**config.mk**
```make
export PLATFORM = sky130hd
export DESIGN_NAME = multicycle_ctrl
export DESIGN_NICKNAME = d
export VERILOG_FILES = /design/src/rtl/multicycle_ctrl.sv
export SDC_FILE = /design/constraint.sdc
export NUM_CORES = 1
export LEC_CHECK = 0
export ABC_AREA = 1
export BUFFER_PORTS_ARGS = -buffer_cell sky130_fd_sc_hd__buf_2
export CORE_ASPECT_RATIO = 2
export CORE_UTILIZATION = 45
export CTS_CLUSTER_DIAMETER = 100
export DETAILED_ROUTE_END_ITERATION = 8
export GPL_TIMING_DRIVEN = 0
export HOLD_SLACK_MARGIN = 0.12
export PLACE_DENSITY_LB_ADDON = 0.1
export SLEW_MARGIN = 20
export SYNTH_ARGS = -nofsm -noshare
export SYNTH_HDL_FRONTEND = slang
export SYNTH_SLANG_ARGS = --single-unit
```
**constraint.sdc**
```tcl
create_clock -name clk -period 1.5 [get_ports clk]
set_input_delay 0.375 -clock clk [delete_from_list [all_inputs] [get_ports clk]]
set_output_delay 0.375 -clock clk [all_outputs]
set_load 0.05 [all_outputs]
```
**src/rtl/multicycle_ctrl.sv**
```systemverilog
// multicycle_ctrl: main control FSM for a multi-cycle RV32I core.
//
// It steps the shared datapath through fetch, decode, execute, memory and
// writeback. It drives every datapath enable and mux select, resolves the
// branch outcome from the ALU zero flag, and counts retired instructions.
//
// State | meaning
// ------+-----------------------------------------------------------
// 0     | FETCH    : read instruction, PC += 4, load IR when ready
// 1     | DECODE   : ALUOut <= old_pc + imm (branch target); dispatch
// 2     | EXEC_R   : reg A op reg B
// 3     | EXEC_I   : reg A op imm
// 4     | MEM_ADDR : reg A + imm (load/store address)
// 5     | MEM_RD   : data read; hold until mem_ready
// 6     | MEM_WR   : data write; hold until mem_ready, then retire
// 7     | WB_MEM   : rd <= memory data register, retire
// 8     | WB_ALU   : rd <= ALUOut, retire
// 9     | BRANCH   : compare reg A - reg B, PC <= ALUOut if taken, retire
// 10    | LUI      : rd <= 0 + imm, retire
// 15    | TRAP     : unsupported opcode; parked until reset
//
// Ports:
//   clk, rst_n                        clock, async active-low reset
//   opcode_i, funct3_i, funct7b5_i    instruction fields from IR
//   zero_i                            ALU zero flag
//   mem_ready_i                       memory access completes this cycle
//   pc_write_o ... reg_write_o        datapath strobes (forced 0 in reset)
//   alu_src_a_o, alu_src_b_o, alu_op_o, result_src_o   mux selects
//   branch_o, branch_taken_o          branch state / outcome
//   illegal_o                         sticky unsupported-opcode flag
//   state_o                           current state, for debug
//   instret_o                         retired-instruction count

module multicycle_ctrl #(
    parameter int INSTRET_W = 32
) (
    input  logic                 clk,
    input  logic                 rst_n,
    input  logic [6:0]           opcode_i,
    input  logic [2:0]           funct3_i,
    input  logic                 funct7b5_i,
    input  logic                 zero_i,
    input  logic                 mem_ready_i,
    output logic                 pc_write_o,
    output logic                 ir_write_o,
    output logic                 mem_read_o,
    output logic                 mem_write_o,
    output logic                 reg_write_o,
    output logic [1:0]           alu_src_a_o,
    output logic [1:0]           alu_src_b_o,
    output logic [3:0]           alu_op_o,
    output logic [1:0]           result_src_o,
    output logic                 branch_o,
    output logic                 branch_taken_o,
    output logic                 illegal_o,
    output logic [3:0]           state_o,
    output logic [INSTRET_W-1:0] instret_o
);

    typedef enum logic [3:0] {
        S_FETCH    = 4'd0,
        S_DECODE   = 4'd1,
        S_EXEC_R   = 4'd2,
        S_EXEC_I   = 4'd3,
        S_MEM_ADDR = 4'd4,
        S_MEM_RD   = 4'd5,
        S_MEM_WR   = 4'd6,
        S_WB_MEM   = 4'd7,
        S_WB_ALU   = 4'd8,
        S_BRANCH   = 4'd9,
        S_LUI      = 4'd10,
        S_TRAP     = 4'd15
    } state_e;

    localparam logic [6:0] OP_R      = 7'b0110011;
    localparam logic [6:0] OP_I      = 7'b0010011;
    localparam logic [6:0] OP_LOAD   = 7'b0000011;
    localparam logic [6:0] OP_STORE  = 7'b0100011;
    localparam logic [6:0] OP_BRANCH = 7'b1100011;
    localparam logic [6:0] OP_LUI    = 7'b0110111;

    localparam logic [3:0] ALU_ADD = 4'd0;
    localparam logic [3:0] ALU_SUB = 4'd1;

    state_e                 state_q, state_d;
    logic                   illegal_q, illegal_d;
    logic [INSTRET_W-1:0]   instret_q, instret_d;
    logic                   retire;

    // Raw strobes before reset gating
    logic pc_write_s, ir_write_s, mem_read_s, mem_write_s, reg_write_s;

    // funct7b5 selects SUB/SRA; for I-type, funct3=000 has an immediate
    // in bit 30, so only the shift alternate applies there.
    function automatic logic [3:0] alu_decode(input logic [2:0] f3,
                                              input logic       f7b5,
                                              input logic       allow_sub);
        logic [3:0] op;
        case (f3)
            3'b000:  op = (f7b5 && allow_sub) ? ALU_SUB : ALU_ADD;
            3'b001:  op = 4'd2;
            3'b010:  op = 4'd3;
            3'b011:  op = 4'd4;
            3'b100:  op = 4'd5;
            3'b101:  op = f7b5 ? 4'd7 : 4'd6;
            3'b110:  op = 4'd8;
            default: op = 4'd9;
        endcase
        return op;
    endfunction

    always_ff @(posedge clk or negedge rst_n) begin
        if (!rst_n) begin
            state_q   <= S_FETCH;
            illegal_q <= 1'b0;
            instret_q <= '0;
        end else begin
            state_q   <= state_d;
            illegal_q <= illegal_d;
            instret_q <= instret_d;
        end
    end

    always_comb begin
        state_d = state_q;
        case (state_q)
            S_FETCH:    if (mem_ready_i) state_d = S_DECODE;
            S_DECODE: begin
                case (opcode_i)
                    OP_R:               state_d = S_EXEC_R;
                    OP_I:               state_d = S_EXEC_I;
                    OP_LOAD, OP_STORE:  state_d = S_MEM_ADDR;
                    OP_BRANCH:          state_d = (funct3_i[2:1] == 2'b00) ? S_BRANCH : S_TRAP;
                    OP_LUI:             state_d = S_LUI;
                    default:            state_d = S_TRAP;
                endcase
            end
            S_EXEC_R, S_EXEC_I: state_d = S_WB_ALU;
            S_MEM_ADDR: state_d = (opcode_i == OP_LOAD) ? S_MEM_RD : S_MEM_WR;
            S_MEM_RD:   if (mem_ready_i) state_d = S_WB_MEM;
            S_MEM_WR:   if (mem_ready_i) state_d = S_FETCH;
            S_WB_MEM, S_WB_ALU, S_BRANCH, S_LUI: state_d = S_FETCH;
            S_TRAP:     state_d = S_TRAP;
            default:    state_d = S_TRAP;
        endcase
    end

    // Only the final step of an instruction returns to FETCH, so any
    // transition into FETCH is a retirement.
    assign retire    = (state_d == S_FETCH) && (state_q != S_FETCH);
    assign instret_d = retire ? instret_q + INSTRET_W'(1) : instret_q;
    assign illegal_d = illegal_q | (state_d == S_TRAP);

    always_comb begin
        pc_write_s     = 1'b0;
        ir_write_s     = 1'b0;
        mem_read_s     = 1'b0;
        mem_write_s    = 1'b0;
        reg_write_s    = 1'b0;
        alu_src_a_o    = 2'd0;
        alu_src_b_o    = 2'd0;
        alu_op_o       = ALU_ADD;
        result_src_o   = 2'd0;
        branch_o       = 1'b0;
        branch_taken_o = 1'b0;
        case (state_q)
            S_FETCH: begin
                mem_read_s   = 1'b1;
                alu_src_b_o  = 2'd2;
                result_src_o = 2'd2;
                ir_write_s   = mem_ready_i;
                pc_write_s   = mem_ready_i;
            end
            S_DECODE: begin
                alu_src_a_o = 2'd1;
                alu_src_b_o = 2'd1;
            end
            S_EXEC_R: begin
                alu_src_a_o = 2'd2;
                alu_op_o    = alu_decode(funct3_i, funct7b5_i, 1'b1);
            end
            S_EXEC_I: begin
                alu_src_a_o = 2'd2;
                alu_src_b_o = 2'd1;
                alu_op_o    = alu_decode(funct3_i, funct7b5_i, 1'b0);
            end
            S_MEM_ADDR: begin
                alu_src_a_o = 2'd2;
                alu_src_b_o = 2'd1;
            end
            S_MEM_RD:   mem_read_s  = 1'b1;
            S_MEM_WR:   mem_write_s = 1'b1;
            S_WB_MEM: begin
                reg_write_s  = 1'b1;
                result_src_o = 2'd1;
            end
            S_WB_ALU:   reg_write_s = 1'b1;
            S_BRANCH: begin
                branch_o       = 1'b1;
                alu_src_a_o    = 2'd2;
                alu_op_o       = ALU_SUB;
                branch_taken_o = funct3_i[0] ? ~zero_i : zero_i;
                pc_write_s     = funct3_i[0] ? ~zero_i : zero_i;
            end
            S_LUI: begin
                alu_src_a_o  = 2'd3;
                alu_src_b_o  = 2'd1;
                reg_write_s  = 1'b1;
                result_src_o = 2'd2;
            end
            default: ;
        endcase
    end

    // Strobes are gated directly by rst_n so an asserted reset kills any
    // in-flight write before the state register has been cleared.
    assign pc_write_o  = pc_write_s  & rst_n;
    assign ir_write_o  = ir_write_s  & rst_n;
    assign mem_read_o  = mem_read_s  & rst_n;
    assign mem_write_o = mem_write_s & rst_n;
    assign reg_write_o = reg_write_s & rst_n;

    assign illegal_o = illegal_q;
    assign state_o   = state_q;
    assign instret_o = instret_q;

endmodule

```
==> impl_metrics.toml, run 1 <==
[synthesis]
yosysSeqAreaShare = 0.324
syn_area_per_cell_um2 = 6.65
synth.largest_area_cell = "dfrtp_1"
synth_xor_area_frac = 0.0890
syn_area_mm2 = 0.00285
synth_area_leaders = "dfrtp_1 (32%), nand2_1 (19%), xor2_1 (8.9%), o21bai_1 (8.4%), inv_1 (7.6%)"
syn-instance-count = 429
synthAdderAreaFrac = 0.00438
yosysWarningCount = 0
synthMuxAreaShare = 0
synth-simple-area-share = 0.362
ys_seq_elements = 37
synth_top_family_by_area = "simple AND/OR/NAND/NOR gates"
syn_nets = 445
synthDistinctLibCells = 25
yosys.area.top_type_share = 0.324
synth-compound-area-share = 0.115

[clock_network]
cts_buffer_depth = 2
clk_latency_ns = 0.29
clk_pin_slew_worst_paths_ns = 0.06
htreeDepth = 2
cts_root_buf = "clkbuf_16"
cts_buffers = 5
cts_tree = "yes"
clock_sinks = 37

[cells_and_area]
antenna_cells = 0
final_common_cell = "nand2_1"
final_nets = 555
nFillCells = 508
finalInstanceArea_mm2 = 0.00430
area_growth_pct = 50.6
drive_gt1_frac = 0.357
mostFrequentLayoutCells = "nand2_1 (135), inv_1 (50), buf_2 (49), o21bai_1 (32), dfrtp_1 (32)"

[power]
p_leak_nw = 2.33
ir_worst_vdd_uv = 616
total_power_mw = 2.13
power_density_mw_per_mm2 = 495

[worst_setup_path]
cp_max_fo = 6
critPathLaunchType = "flop"
path_common_cell = "nand2_4"
slowest_stage = "dfrtp_4"
required_ns = 1.12
max_stage_delay_ns = 0.53
path_cells = "nor2_4 > nand2_4 > clkinvlp_4 > nand2_4 > o21ai_4 > buf_6"
crit_type = "flop to output pin"
cp.arrival_ns = 1.66
crit_path_end_kind = "output pin"

[placed_design]
post-dp-hpwl_um = 6780
gp_congestion = 0.956
numPortBuffers = 68
postPlaceCellArea_mm2 = 0.00349

[global_route]
antenna_found_initial = 0
grt_usage = 0.303
grt_pass1_wl_um = 14800
grt_max_degree = 40
grt_overflow = 0
grt_pass1_vias = 3106

[routing]
wl_um = 10400
viasPerCell = 5.11
vias = 3187
routedWlPerCell_um = 16.7
drtIter0Drc = 171
drtPass1Iterations = 6
drc = 0
ant_nets = 0

[min_path]
hold_class = "primary input to asynchronous set/reset pin"

[floorplan]
io-pin-count = 69
die_h_um = 115
dieArea_mm2 = 0.00668
die_x_um = 58.3
initial_core_util = 0.471
fp.coreArea_mm2 = 0.00606
rows = 40

[timing]
rsz0062_at_grt = "true"
setup_viol_count_final = 53
fin_skew_ns = 0.00435
slew_viol_final = 0
hold_viol_final = 0
worst_pin_slew_ns = 0.395
tns_ns = -18.21
worst_slack_ns = -0.535
max_slew_margin = 0.733
timing.fmax_mhz = 491
period_needed_ns = 2.03
finalCritPeriodShare = 1.36

[run]
cap_violations = 0

[status]
failed_checks = "negative setup slack"
status = "complete, but fails checks"
[repair_timing]
action,4_1_cts,5_1_grt
setup endpoints to repair,51,53
buffers inserted,22,12
gates cloned,1,0
endpoints found under the hold margin,37,37
resized for setup,91,27
pin swaps,9,9
[worst max-delay path: cells and delay by family (launching register included)]
family | cells | cell delay, ns
DFF | 1 | 0.53
and+or+nand+nor | 3 | 0.42
buffers and inverters | 2 | 0.29
AOI/OAI and AO/OA | 1 | 0.13
[path summary, 6_finish.rpt]
path                             from            end  slack, ns  cells past startpoint
setup / recovery           state_o[1]     pc_write_o      -0.53                      6
hold / removal                  rst_n   instret_o[4]      0.002                      1
setup reg to reg           state_o[1]  instret_o[27]      -0.35                     10
hold reg to reg             illegal_o      illegal_o       0.46                      1
max in group asynchronous       rst_n     state_o[1]       1.20                      1
min in group clk            illegal_o      illegal_o       0.46                      1
[state kept, by name, indices dropped and copies added (netlist names)]
register and flops:
state_o 4, illegal_o 1, instret_o 32
[per-layer routing]
metal	vias up	global-route usage	part of all wire
met2	114	0.604	0.55
met1	1480	0.272	0.33
met5	-	0	0
li1	1549	-	-
met3	44	0.0384	0.043
met4	0	0.179	0.070
[layout make-up]
| class | instances | area (µm²) | area share |
|---|---|---|---|
| timing repair buffer | 103 | 786 | 0.183 |
| buffer | 9 | 105 | 0.0245 |
| clock inverter | 2 | 10.0 | 0.00233 |
| tap | 84 | 105 | 0.0245 |
| clock buffer | 6 | 129 | 0.0300 |
| multi-input combinational | 320 | 1970 | 0.458 |
| inverter | 63 | 259 | 0.0603 |
| sequential | 37 | 937 | 0.218 |
[cell families (layout without fill, tap and decap cells)]
family                     count (synthesis)  in the layout
buffers and inverters                     72            183
AOI/OAI and AO/OA                         47             47
and+or+nand+nor                          243            243
xor gates and xnor gates                  29             29
DFF                                       37             37
adders and majority gates                  1              1
[cell usage after synthesis]
| cell | n |
|---|---|
| nand4_1 | 5 |
| buf_6 | 3 |
| a21oi_1 | 5 |
| inv_2 | 5 |
| nand2_2 | 2 |
| nor3b_1 | 3 |
| buf_2 | 6 |
| o22ai_1 | 2 |
| ha_1 | 1 |
| nand3_4 | 1 |
| o311ai_0 | 2 |
| or2_2 | 1 |
| nor2_2 | 4 |
| o21ai_0 | 5 |
| dfrtp_1 | 37 |
| o21bai_1 | 32 |
| nor3_1 | 18 |
| xor2_1 | 29 |
| nand3_2 | 1 |
| nor2_1 | 43 |
| inv_1 | 58 |
| a21o_1 | 1 |
| nand3_1 | 17 |
| nand2_1 | 147 |
| nor2_8 | 1 |
[through the flow]
step / worst slack [ns] / instances / utilization / hold slack [ns]
detailed placement: -1.00 / 581 / 0.576 / 0.447
finish: -0.535 / 624 / 0.710 / 0.00190
global placement: -0.950 / 581 / 0.576 / 0.443
global route: -0.589 / 624 / 0.710 / 0.0190
floorplan: -0.713 / 429 / - / 0.0794
CTS: -0.438 / 612 / 0.679 / -0.000378
[where the power goes]
| group | switching (mW) | internal (mW) |
|---|---|---|
| logic | 0.0762 | 0.0325 |
| clock network | 0.409 | 0.610 |
| registers | 0 | 0.998 |
| total | 0.485 | 1.64 |
Power figures use the tool's default switching activity.
==> run 2: changes to the inputs <==
--- a/config.mk
+++ b/config.mk
@@ -9,10 +9,11 @@
 export BUFFER_PORTS_ARGS = -buffer_cell sky130_fd_sc_hd__buf_2
 export CORE_ASPECT_RATIO = 2
 export CORE_UTILIZATION = 45
-export CTS_CLUSTER_DIAMETER = 100
+export CTS_CLUSTER_DIAMETER = 200
 export DETAILED_ROUTE_END_ITERATION = 8
 export GPL_TIMING_DRIVEN = 0
 export HOLD_SLACK_MARGIN = 0.12
+export MAX_ROUTING_LAYER = met4
 export PLACE_DENSITY_LB_ADDON = 0.1
 export SLEW_MARGIN = 20
 export SYNTH_ARGS = -nofsm -noshare
==> run 2 against run 1 <==
Net effect:
- the flow finishes with violations (negative hold slack, negative setup slack)
- first-iteration DRC count grew 16%
- sequential power about the same
- flip-flop and latch count stayed put
- non-clock buffer count increased by 12
- register-to-register slack got worse by 0.11 ns
- die area stayed put
- highest routed layer unchanged
- final cell count rose by 1.9%
- worst setup slack got worse by 0.040 ns
- clock skew barely moved
- wire length is 6.4% higher
==> impl_metrics.toml, run 2 (synthesis gave the netlist of run 1 again) <==
[routing]
viasPerCell = 5.22
routedWlPerCell_um = 17.5
ant_nets = 0
drtIter0Drc = 198
wl_um = 11100
vias = 3319
drc = 0
drtPass1Iterations = 4

[placed_design]
place_ws_ns = -0.982
numPortBuffers = 68
post-dp-hpwl_um = 6760
postPlaceCellArea_mm2 = 0.00349
gp_congestion = 0.957

[worst_setup_path]
path_cells = "inv_4 > nand2_8 > nor2_4 > inv_2 > a21oi_4 > nand2_2 > o21ai_4 > buf_6"
path_buf_inv = 3
critPathTopFamily = "flip-flops"
crit_type = "flop to output pin"
crit_path_end_kind = "output pin"
max_stage_delay_ns = 0.53
cp.arrival_ns = 1.70
required_ns = 1.12
cp_max_fo = 5
critPathLaunchType = "flop"
slowest_stage = "dfrtp_4"

[timing]
fin_skew_ns = 0.00435
rsz0062_at_grt = "true"
hold_ws_ns = -0.0107
period_needed_ns = 2.07
slew_viol_final = 0
setup_viol_count_final = 53
worst_pin_slew_ns = 0.405
timing.fmax_mhz = 482
tns_ns = -21.24
max_slew_margin = 0.726
worst_slack_ns = -0.575
finalCritPeriodShare = 1.38
hold_viol_final = 18

[cells_and_area]
mostFrequentLayoutCells = "nand2_1 (137), inv_1 (50), buf_2 (48), o21bai_1 (32), dfrtp_1 (32)"
nFillCells = 459
final_nets = 567
multiInputGateArea_mm2 = 0.00197
area_growth_pct = 58.0
utilization = 0.744
drive_gt1_frac = 0.362
largest_reg_flops = 32
seq_area_um2 = 937
finalInstanceArea_mm2 = 0.00451
final_common_cell = "nand2_1"
antenna_cells = 0

[floorplan]
dieArea_mm2 = 0.00668
io-pin-count = 69
fp.coreArea_mm2 = 0.00606
initial_core_util = 0.471
die_x_um = 58.3
rows = 40
die_h_um = 115

[power]
ir_worst_vdd_uv = 694
power_density_mw_per_mm2 = 484
p_leak_nw = 2.42

[global_route]
grt_pass1_wl_um = 15800
grt_busiest_layer = "met2"
grt_max_degree = 40
grt_pass1_vias = 3251
grtUsageMet2 = 0.615
grt_overflow = 0
grt_usage = 0.328
met1_usage = 0.287
antenna_found_initial = 0
use_met3 = 0.0384

[min_path]
hold_class = "primary input to asynchronous set/reset pin"

[clock_network]
cts_tree = "yes"
clk_pin_slew_worst_paths_ns = 0.05
clock_sinks = 37
htreeDepth = 2
cts_root_buf = "clkbuf_16"
cts_buffers = 5
clk_latency_ns = 0.29
cts_buffer_depth = 2

[run]
cap_violations = 0

[status]
failed_checks = "negative hold slack, negative setup slack"
status = "complete, but fails checks"
-- run 2: worst reg2reg max path: stages, from the launching register on --
cell	delay, ns
dfrtp_4	0.56
nand2_2	0.16
nand2_1	0.08
nand2_2	0.12
nand2_2	0.11
nor2_4	0.13
nand3_4	0.15
buf_4	0.17
buf_6	0.13
o21bai_1	0.16
nand2_1	0.06
-- run 2: worst paths after layout --
path	startpoint	end	slack, ns	depth (start not counted)
min reg2reg	illegal_o	illegal_o	0.46	1
max	state_o[1]	pc_write_o	-0.57	8
min	rst_n	instret_o[0]	-0.01	1
max reg2reg	state_o[0]	instret_o[15]	-0.46	10
min in group clk	illegal_o	illegal_o	0.46	1
max in group asynchronous	rst_n	state_o[1]	1.19	1
-- run 2: where the power goes --
part	internal (mW)	switching (mW)
combinational	0.0336	0.0770
clock	0.663	0.410
sequential	0.998	0
-- run 2: through the flow --
stage	hold slack (ns)	power, mW	cells
floorplan	0.0794	1.05	429
global placement	0.441	1.10	581
detailed placement	0.451	1.11	581
CTS	0.000741	2.16	620
global route	0.0139	2.23	636
finish	-0.0107	2.18	636
-- run 2: cell type report --
cell class,count,share of cell area
multi-input cells,320,0.438
repair buffers,115,0.215
flip-flops and latches,37,0.208
inverters,63,0.0575
clock buffers,8,0.0325
plain buffers,9,0.0261
well taps,84,0.0233
-- run 2: per-layer routing --
layer | share of wire | routed length (µm)
met4 | 0.075 | 828
met1 | 0.33 | 3620
met3 | 0.042 | 471
met5 | 0 | 0
met2 | 0.56 | 6200
-- run 2: what timing repair did --
item / 4_1_cts / 5_1_grt
endpoints found under the setup margin: 51 / 54
gates resized for setup: 103 / 31
hold endpoints to repair: 37 / 37
buffers inserted: 27 / 17
pin swaps: 7 / 9
gates cloned: 4 / 0
